File: config.mk
export PLATFORM = sky130hd
export DESIGN_NAME = ehxplll
export DESIGN_NICKNAME = d
export VERILOG_FILES = /design/src/rtl/ehxplll.sv
export SDC_FILE = /design/constraint.sdc
export NUM_CORES = 1
export LEC_CHECK = 0
export BUFFER_PORTS_ARGS = -buffer_cell sky130_fd_sc_hd__buf_2
export CORE_AREA = 5 5 53 55
export CTS_BUF_LIST = sky130_fd_sc_hd__clkbuf_4 sky130_fd_sc_hd__clkbuf_8
export DETAILED_ROUTE_END_ITERATION = 6
export DIE_AREA = 0 0 58 60
export PLACE_DENSITY = 0.72
export SYNTH_ARGS = -nofsm -noshare
export SYNTH_HDL_FRONTEND = slang
export SYNTH_SLANG_ARGS = --single-unit
File: constraint.sdc
create_clock -name CLKI -period 4.9 [get_ports CLKI]
set_input_delay 0.98 -clock CLKI [delete_from_list [all_inputs] [get_ports CLKI]]
set_output_delay 0.98 -clock CLKI [all_outputs]
set_load 0.01 [all_outputs]
File: src/rtl/ehxplll.sv
`timescale 1ns/1ps
// ehxplll: cycle-based behavioural model of the ECP5 EHXPLLL PLL primitive.
// CLKI is the VCO time base; each output is an integer division of it with coarse and dynamic phase.
module ehxplll #(
   parameter int    CLKI_DIV        = 1,
   parameter int    CLKFB_DIV       = 1,
   parameter string FEEDBK_PATH     = "CLKOP",
   parameter int    CLKOP_DIV       = 8,
   parameter int    CLKOS_DIV       = 8,
   parameter int    CLKOS2_DIV      = 8,
   parameter int    CLKOS3_DIV      = 8,
   parameter int    CLKOP_CPHASE    = 0,
   parameter int    CLKOS_CPHASE    = 0,
   parameter int    CLKOS2_CPHASE   = 0,
   parameter int    CLKOS3_CPHASE   = 0,
   parameter int    CLKOP_FPHASE    = 0,
   parameter int    CLKOS_FPHASE    = 0,
   parameter int    CLKOS2_FPHASE   = 0,
   parameter int    CLKOS3_FPHASE   = 0,
   parameter string CLKOP_ENABLE    = "ENABLED",
   parameter string CLKOS_ENABLE    = "DISABLED",
   parameter string CLKOS2_ENABLE   = "DISABLED",
   parameter string CLKOS3_ENABLE   = "DISABLED",
   parameter string OUTDIVIDER_MUXA = "DIVA",
   parameter string OUTDIVIDER_MUXB = "DIVB",
   parameter string OUTDIVIDER_MUXC = "DIVC",
   parameter string OUTDIVIDER_MUXD = "DIVD",
   parameter string INTFB_WAKE      = "DISABLED",
   parameter int    PLL_LOCK_MODE   = 0,
   parameter string STDBY_ENABLE    = "DISABLED",
   parameter string PLLRST_ENA      = "DISABLED",
   parameter string DPHASE_SOURCE   = "DISABLED"
) (
   input  logic CLKI,
   input  logic RST,
   input  logic STDBY,
   input  logic CLKFB,
   input  logic PHASESEL1,
   input  logic PHASESEL0,
   input  logic PHASEDIR,
   input  logic PHASESTEP,
   input  logic PHASELOADREG,
   input  logic PLLWAKESYNC,
   input  logic ENCLKOP,
   input  logic ENCLKOS,
   input  logic ENCLKOS2,
   input  logic ENCLKOS3,
   output logic CLKOP,
   output logic CLKOS,
   output logic CLKOS2,
   output logic CLKOS3,
   output logic CLKINTFB,
   output logic LOCK
);

   localparam bit stdby_en  = (STDBY_ENABLE == "ENABLED");
   localparam bit dphase_en = (DPHASE_SOURCE == "ENABLED");
   // Output index order: 0 CLKOP, 1 CLKOS, 2 CLKOS2, 3 CLKOS3
   localparam int div_tab    [4] = '{CLKOP_DIV, CLKOS_DIV, CLKOS2_DIV, CLKOS3_DIV};
   localparam int cphase_tab [4] = '{CLKOP_CPHASE, CLKOS_CPHASE, CLKOS2_CPHASE, CLKOS3_CPHASE};
   localparam logic [3:0] en_mask = {CLKOS3_ENABLE == "ENABLED", CLKOS2_ENABLE == "ENABLED",
                                     CLKOS_ENABLE == "ENABLED", CLKOP_ENABLE == "ENABLED"};
   localparam logic [6:0] ref_last = 7'(CLKI_DIV - 1);

   localparam int unused_params = CLKFB_DIV + PLL_LOCK_MODE + CLKOP_FPHASE + CLKOS_FPHASE
      + CLKOS2_FPHASE + CLKOS3_FPHASE + int'(FEEDBK_PATH != "") + int'(OUTDIVIDER_MUXA != "")
      + int'(OUTDIVIDER_MUXB != "") + int'(OUTDIVIDER_MUXC != "") + int'(OUTDIVIDER_MUXD != "")
      + int'(INTFB_WAKE != "") + int'(PLLRST_ENA != "");

   logic       unused_inputs;
   logic       stdby_hold;
   logic       step_q_reg, step_qq_reg, load_q_reg, load_qq_reg;
   logic       step_pulse, load_pulse;
   logic [1:0] sel_idx;
   logic [6:0] ref_cnt_reg;
   logic [4:0] tc_cnt_reg;
   logic       lock_reg;
   logic [3:0] clk_out;

   assign unused_inputs = ^{CLKFB, PLLWAKESYNC, ENCLKOP, ENCLKOS, ENCLKOS2, ENCLKOS3};
   assign stdby_hold    = stdby_en && STDBY;

   // Strobe edge detectors: one-cycle pulse on each rising edge of the registered strobe
   always_ff @(posedge CLKI or negedge RST) begin
      if (!RST) begin
         step_q_reg  <= 1'b0;
         step_qq_reg <= 1'b0;
         load_q_reg  <= 1'b0;
         load_qq_reg <= 1'b0;
      end else if (stdby_hold) begin
         step_q_reg  <= 1'b0;
         step_qq_reg <= 1'b0;
         load_q_reg  <= 1'b0;
         load_qq_reg <= 1'b0;
      end else begin
         step_q_reg  <= PHASESTEP;
         step_qq_reg <= step_q_reg;
         load_q_reg  <= PHASELOADREG;
         load_qq_reg <= load_q_reg;
      end
   end

   assign step_pulse = dphase_en && step_q_reg && !step_qq_reg;
   assign load_pulse = dphase_en && load_q_reg && !load_qq_reg;
   // PHASESEL 00/01/10/11 selects CLKOS/CLKOS2/CLKOS3/CLKOP, i.e. index sel+1 mod 4
   assign sel_idx    = {PHASESEL1, PHASESEL0} + 2'd1;

   always_ff @(posedge CLKI or negedge RST) begin
      if (!RST) begin
         ref_cnt_reg <= 7'd0;
         tc_cnt_reg  <= 5'd0;
         lock_reg    <= 1'b0;
      end else if (stdby_hold) begin
         ref_cnt_reg <= 7'd0;
         tc_cnt_reg  <= 5'd0;
         lock_reg    <= 1'b0;
      end else if (ref_cnt_reg == ref_last) begin
         ref_cnt_reg <= 7'd0;
         if (tc_cnt_reg == 5'd15)
            lock_reg <= 1'b1;
         if (!lock_reg)
            tc_cnt_reg <= tc_cnt_reg + 5'd1;
      end else begin
         ref_cnt_reg <= ref_cnt_reg + 7'd1;
      end
   end

   genvar gi;
   generate
      for (gi = 0; gi < 4; gi++) begin : g_out
         localparam int div = div_tab[gi];
         if (div >= 2) begin : g_div
            localparam int         ph       = cphase_tab[gi] % div;
            localparam logic [6:0] init_val = 7'((div - ph) % div);
            localparam logic [6:0] last     = 7'(div - 1);
            localparam logic [6:0] half     = 7'((div + 1) / 2);
            localparam logic [7:0] div8     = 8'(div);
            logic [6:0] cnt_reg, cnt_next;
            logic [7:0] cnt_plus2;
            logic       sel_hit;
            logic       out_reg;

            assign sel_hit   = (sel_idx == 2'(gi));
            assign cnt_plus2 = {1'b0, cnt_reg} + 8'd2;

            always_comb begin
               cnt_next = (cnt_reg == last) ? 7'd0 : cnt_reg + 7'd1;
               if (sel_hit && load_pulse) begin
                  cnt_next = init_val;
               end else if (sel_hit && step_pulse) begin
                  if (!PHASEDIR)
                     cnt_next = cnt_reg;
                  else
                     cnt_next = (cnt_plus2 >= div8) ? 7'(cnt_plus2 - div8) : cnt_plus2[6:0];
               end
            end

            always_ff @(posedge CLKI or negedge RST) begin
               if (!RST) begin
                  cnt_reg <= init_val;
                  out_reg <= 1'b0;
               end else if (stdby_hold) begin
                  cnt_reg <= init_val;
                  out_reg <= 1'b0;
               end else begin
                  cnt_reg <= cnt_next;
                  out_reg <= en_mask[gi] && (cnt_reg < half);
               end
            end

            assign clk_out[gi] = out_reg;
         end else begin : g_bypass
            // Divide-by-one passes CLKI straight through once the model is running
            logic running_reg;
            always_ff @(posedge CLKI or negedge RST) begin
               if (!RST)
                  running_reg <= 1'b0;
               else
                  running_reg <= !stdby_hold;
            end
            assign clk_out[gi] = en_mask[gi] && CLKI && running_reg;
         end
      end
   endgenerate

   assign CLKOP    = clk_out[0];
   assign CLKOS    = clk_out[1];
   assign CLKOS2   = clk_out[2];
   assign CLKOS3   = clk_out[3];
   assign CLKINTFB = clk_out[0];
   assign LOCK     = lock_reg;

endmodule

==> impl_metrics.toml <==
[status]
outcome = "finished, final reports clean"

[job]
drv_cap = 0

[global_routing]
grt_pass1_vias = 587
grt_max_degree = 22
overflow = 0
grt_usage = 0.09794
grt_pass1_wl_um = 2449
grt_antenna_before_repair = 0

[logic_synthesis]
synth.distinct_cells = 23
avgSynthCellArea_um2 = 12.22
synth_compound_area_frac = 0.007874
synth_warnings = 0
synthArstFlopShare = 1.000
synth_top_family_by_area = "simple AND/OR/NAND/NOR gates"
yosys.area.top_type = "dfrtp_1"
synth-simple-area-share = 0.1785
synthAdderAreaFrac = 0.06562
synth-seq-cells = 21
synth_most_common_cell = "dfrtp_1"
synth_commonest_cells = "dfrtp_1, nor2_1, xnor2_1"
synthXorXnorAreaFrac = 0.1194
syn-cell-area_um2 = 953.4
muxShareOfSynthArea = 0.02625
synth-edff-count = 0
synth_area_leaders = "dfrtp_1, xnor2_1, ha_1"
ys_seq_area_frac = 0.5512
ys.flop_type = "dfrtp_1"
netlist.area_leader.share = 0.5512
syn_inst = 78

[finish]
diodes = 0
drive_above_1_share = 0.1786
fin_area_um2 = 1018
finalNonFillerCells = 114
area_growth_pct = 6.825
fin_nets = 104

[critical_path]
crit_required_ns = 3.92
slowest_delay_ns = 0.49
crit_family = "flip-flops"
critPathSlowestCell = "dfrtp_1"
path_cells = "buf_2"
arrival_ns = 0.98
endpoint_kind = "primary output"
worst-path-max-fanout = 5
critPathBufInv = 1
cp-start-kind = "flip-flop"
critPathKind = "reg2out"

[clock_tree]
cts_setup_buffers = 0
clock_tree.buffer_depth = 2
tritoncts = "done"
cts_buffers = 3
clk_pin_slew_ns = 0.11
root_buffer = "clkbuf_4"
htreeDepth = 1
hold_buffers = 0
cts_sinks = 21
postCtsResizedCells = 0
clk_latency_ns = 0.30

[floorplan]
die_area_um2 = 3480
io_pins = 20
die_h_um = 60
row_count = 18
core_area_um2 = 2342
start_util = 0.4071
die_w_um = 58

[timing]
period_minus_slack_ns = 1.956
fin_skew_ns = 0.003072
fmax_ghz = 0.5113
slew_violations = 0
final_hold_viol_count = 0
whs_ns = 0.4781
rsz0062_at_grt = "no"
timing.final.crit_share = 0.3992
finalSetupTns_ns = 0
setup_viol = 0

[route]
ant_nets = 0
routed-via-count = 537
wl_um = 1388
drc = 0
post_drt_wl_per_cell_um = 12.18
firstDrtPassIters = 4
via_per_inst = 4.711
drt-initial-drc-count = 12

[min_path]
min_path_type = "reg2reg"

[place]
place_area_um2 = 988.4
io_buffer_count = 4
place_inst = 110
dp_hpwl_um = 1053
gp_congestion = 0.8046

[power_and_ir_drop]
power_density_nw_per_um2 = 259.8
peakVddDrop_v = 0.0001456
leakage_nw = 0.4953
[metrics by stage]
stage                     setup WS, ns    util  power, mW
after floorplan                  3.147       -     0.1794
after global placement           3.073  0.4220     0.1812
after detailed placement         3.054  0.4220     0.1814
after CTS                        2.930  0.4348     0.2695
after global routing             2.878  0.4348     0.2791
final                            2.944  0.4348     0.2646
[power breakdown]
group	leakage (nW)	total, mW	internal (mW)	switching, mW
clock network	0.0184	0.0869	0.0373	0.0496
logic	0.203	0.00448	0.000287	0.00419
registers	0.274	0.173	0.173	0
[placed cells by master (no fill, tap or decap)]
cell type and count:
mux2i_1 1, and3_1 1, nor2b_1 1, or4b_4 1, and3_2 1, conb_1 3
nand3_1 7, xor2_1 5, xnor2_1 8, nor4b_2 1, inv_1 4, nand2_1 2
or3_1 1, ha_1 5, or2_2 1, nor3_4 1, nor2_1 8, mux2_4 1
or4_1 1, dfrtp_1 21, nor4_2 1, a21o_1 1, clkbuf_4 4, buf_2 4
[cell families (layout without fill, tap and decap cells)]
family,Yosys count,after routing
xor gates and xnor gates,13,13
AOI/OAI and AO/OA,1,1
buffers and inverters,8,12
muxes,2,2
adders and majority gates,5,5
other,1,3
and+or+nand+nor,27,27
DFF,21,21
[worst paths after layout]
kind                                                     startpoint                                  end  slack (ns)  cells past startpoint
worst max-delay path                               LOCK$_DFFE_PN0P_                                 LOCK        2.94                      1
worst min-delay path            g_out[0].g_div.cnt_reg[0]$_DFF_PN0_  g_out[0].g_div.cnt_reg[0]$_DFF_PN0_        0.48                      1
worst max register to register             ref_cnt_reg[0]$_DFF_PN0_            tc_cnt_reg[1]$_DFFE_PN0P_        3.06                      5
worst min register to register  g_out[0].g_div.cnt_reg[0]$_DFF_PN0_  g_out[0].g_div.cnt_reg[0]$_DFF_PN0_        0.48                      1
max in group asynchronous                                       RST             ref_cnt_reg[3]$_DFF_PN0_        3.98                      1
min in group asynchronous                                       RST            tc_cnt_reg[3]$_DFFE_PN0P_        0.61                      1
[routing by layer]
metal | vias to the layer above | GRT usage | wire length [µm]
met3 | 2 | 0.04752 | 84
met5 | - | 0 | 0
met1 | 266 | 0.09905 | 606
met2 | 9 | 0.1677 | 673
li1 | 260 | - | -
met4 | 0 | 0.04967 | 23
[cell type report]
cell class	instances	area [µm²]
Fill cell	235	1324
Sequential cell	21	525.5
Timing Repair Buffer	4	20.02
Tap cell	30	37.54
Inverter	4	15.01
Multi-Input combinational cell	51	390.4
Clock buffer	4	30.03
No activity file was read; power rests on OpenSTA's default activity.
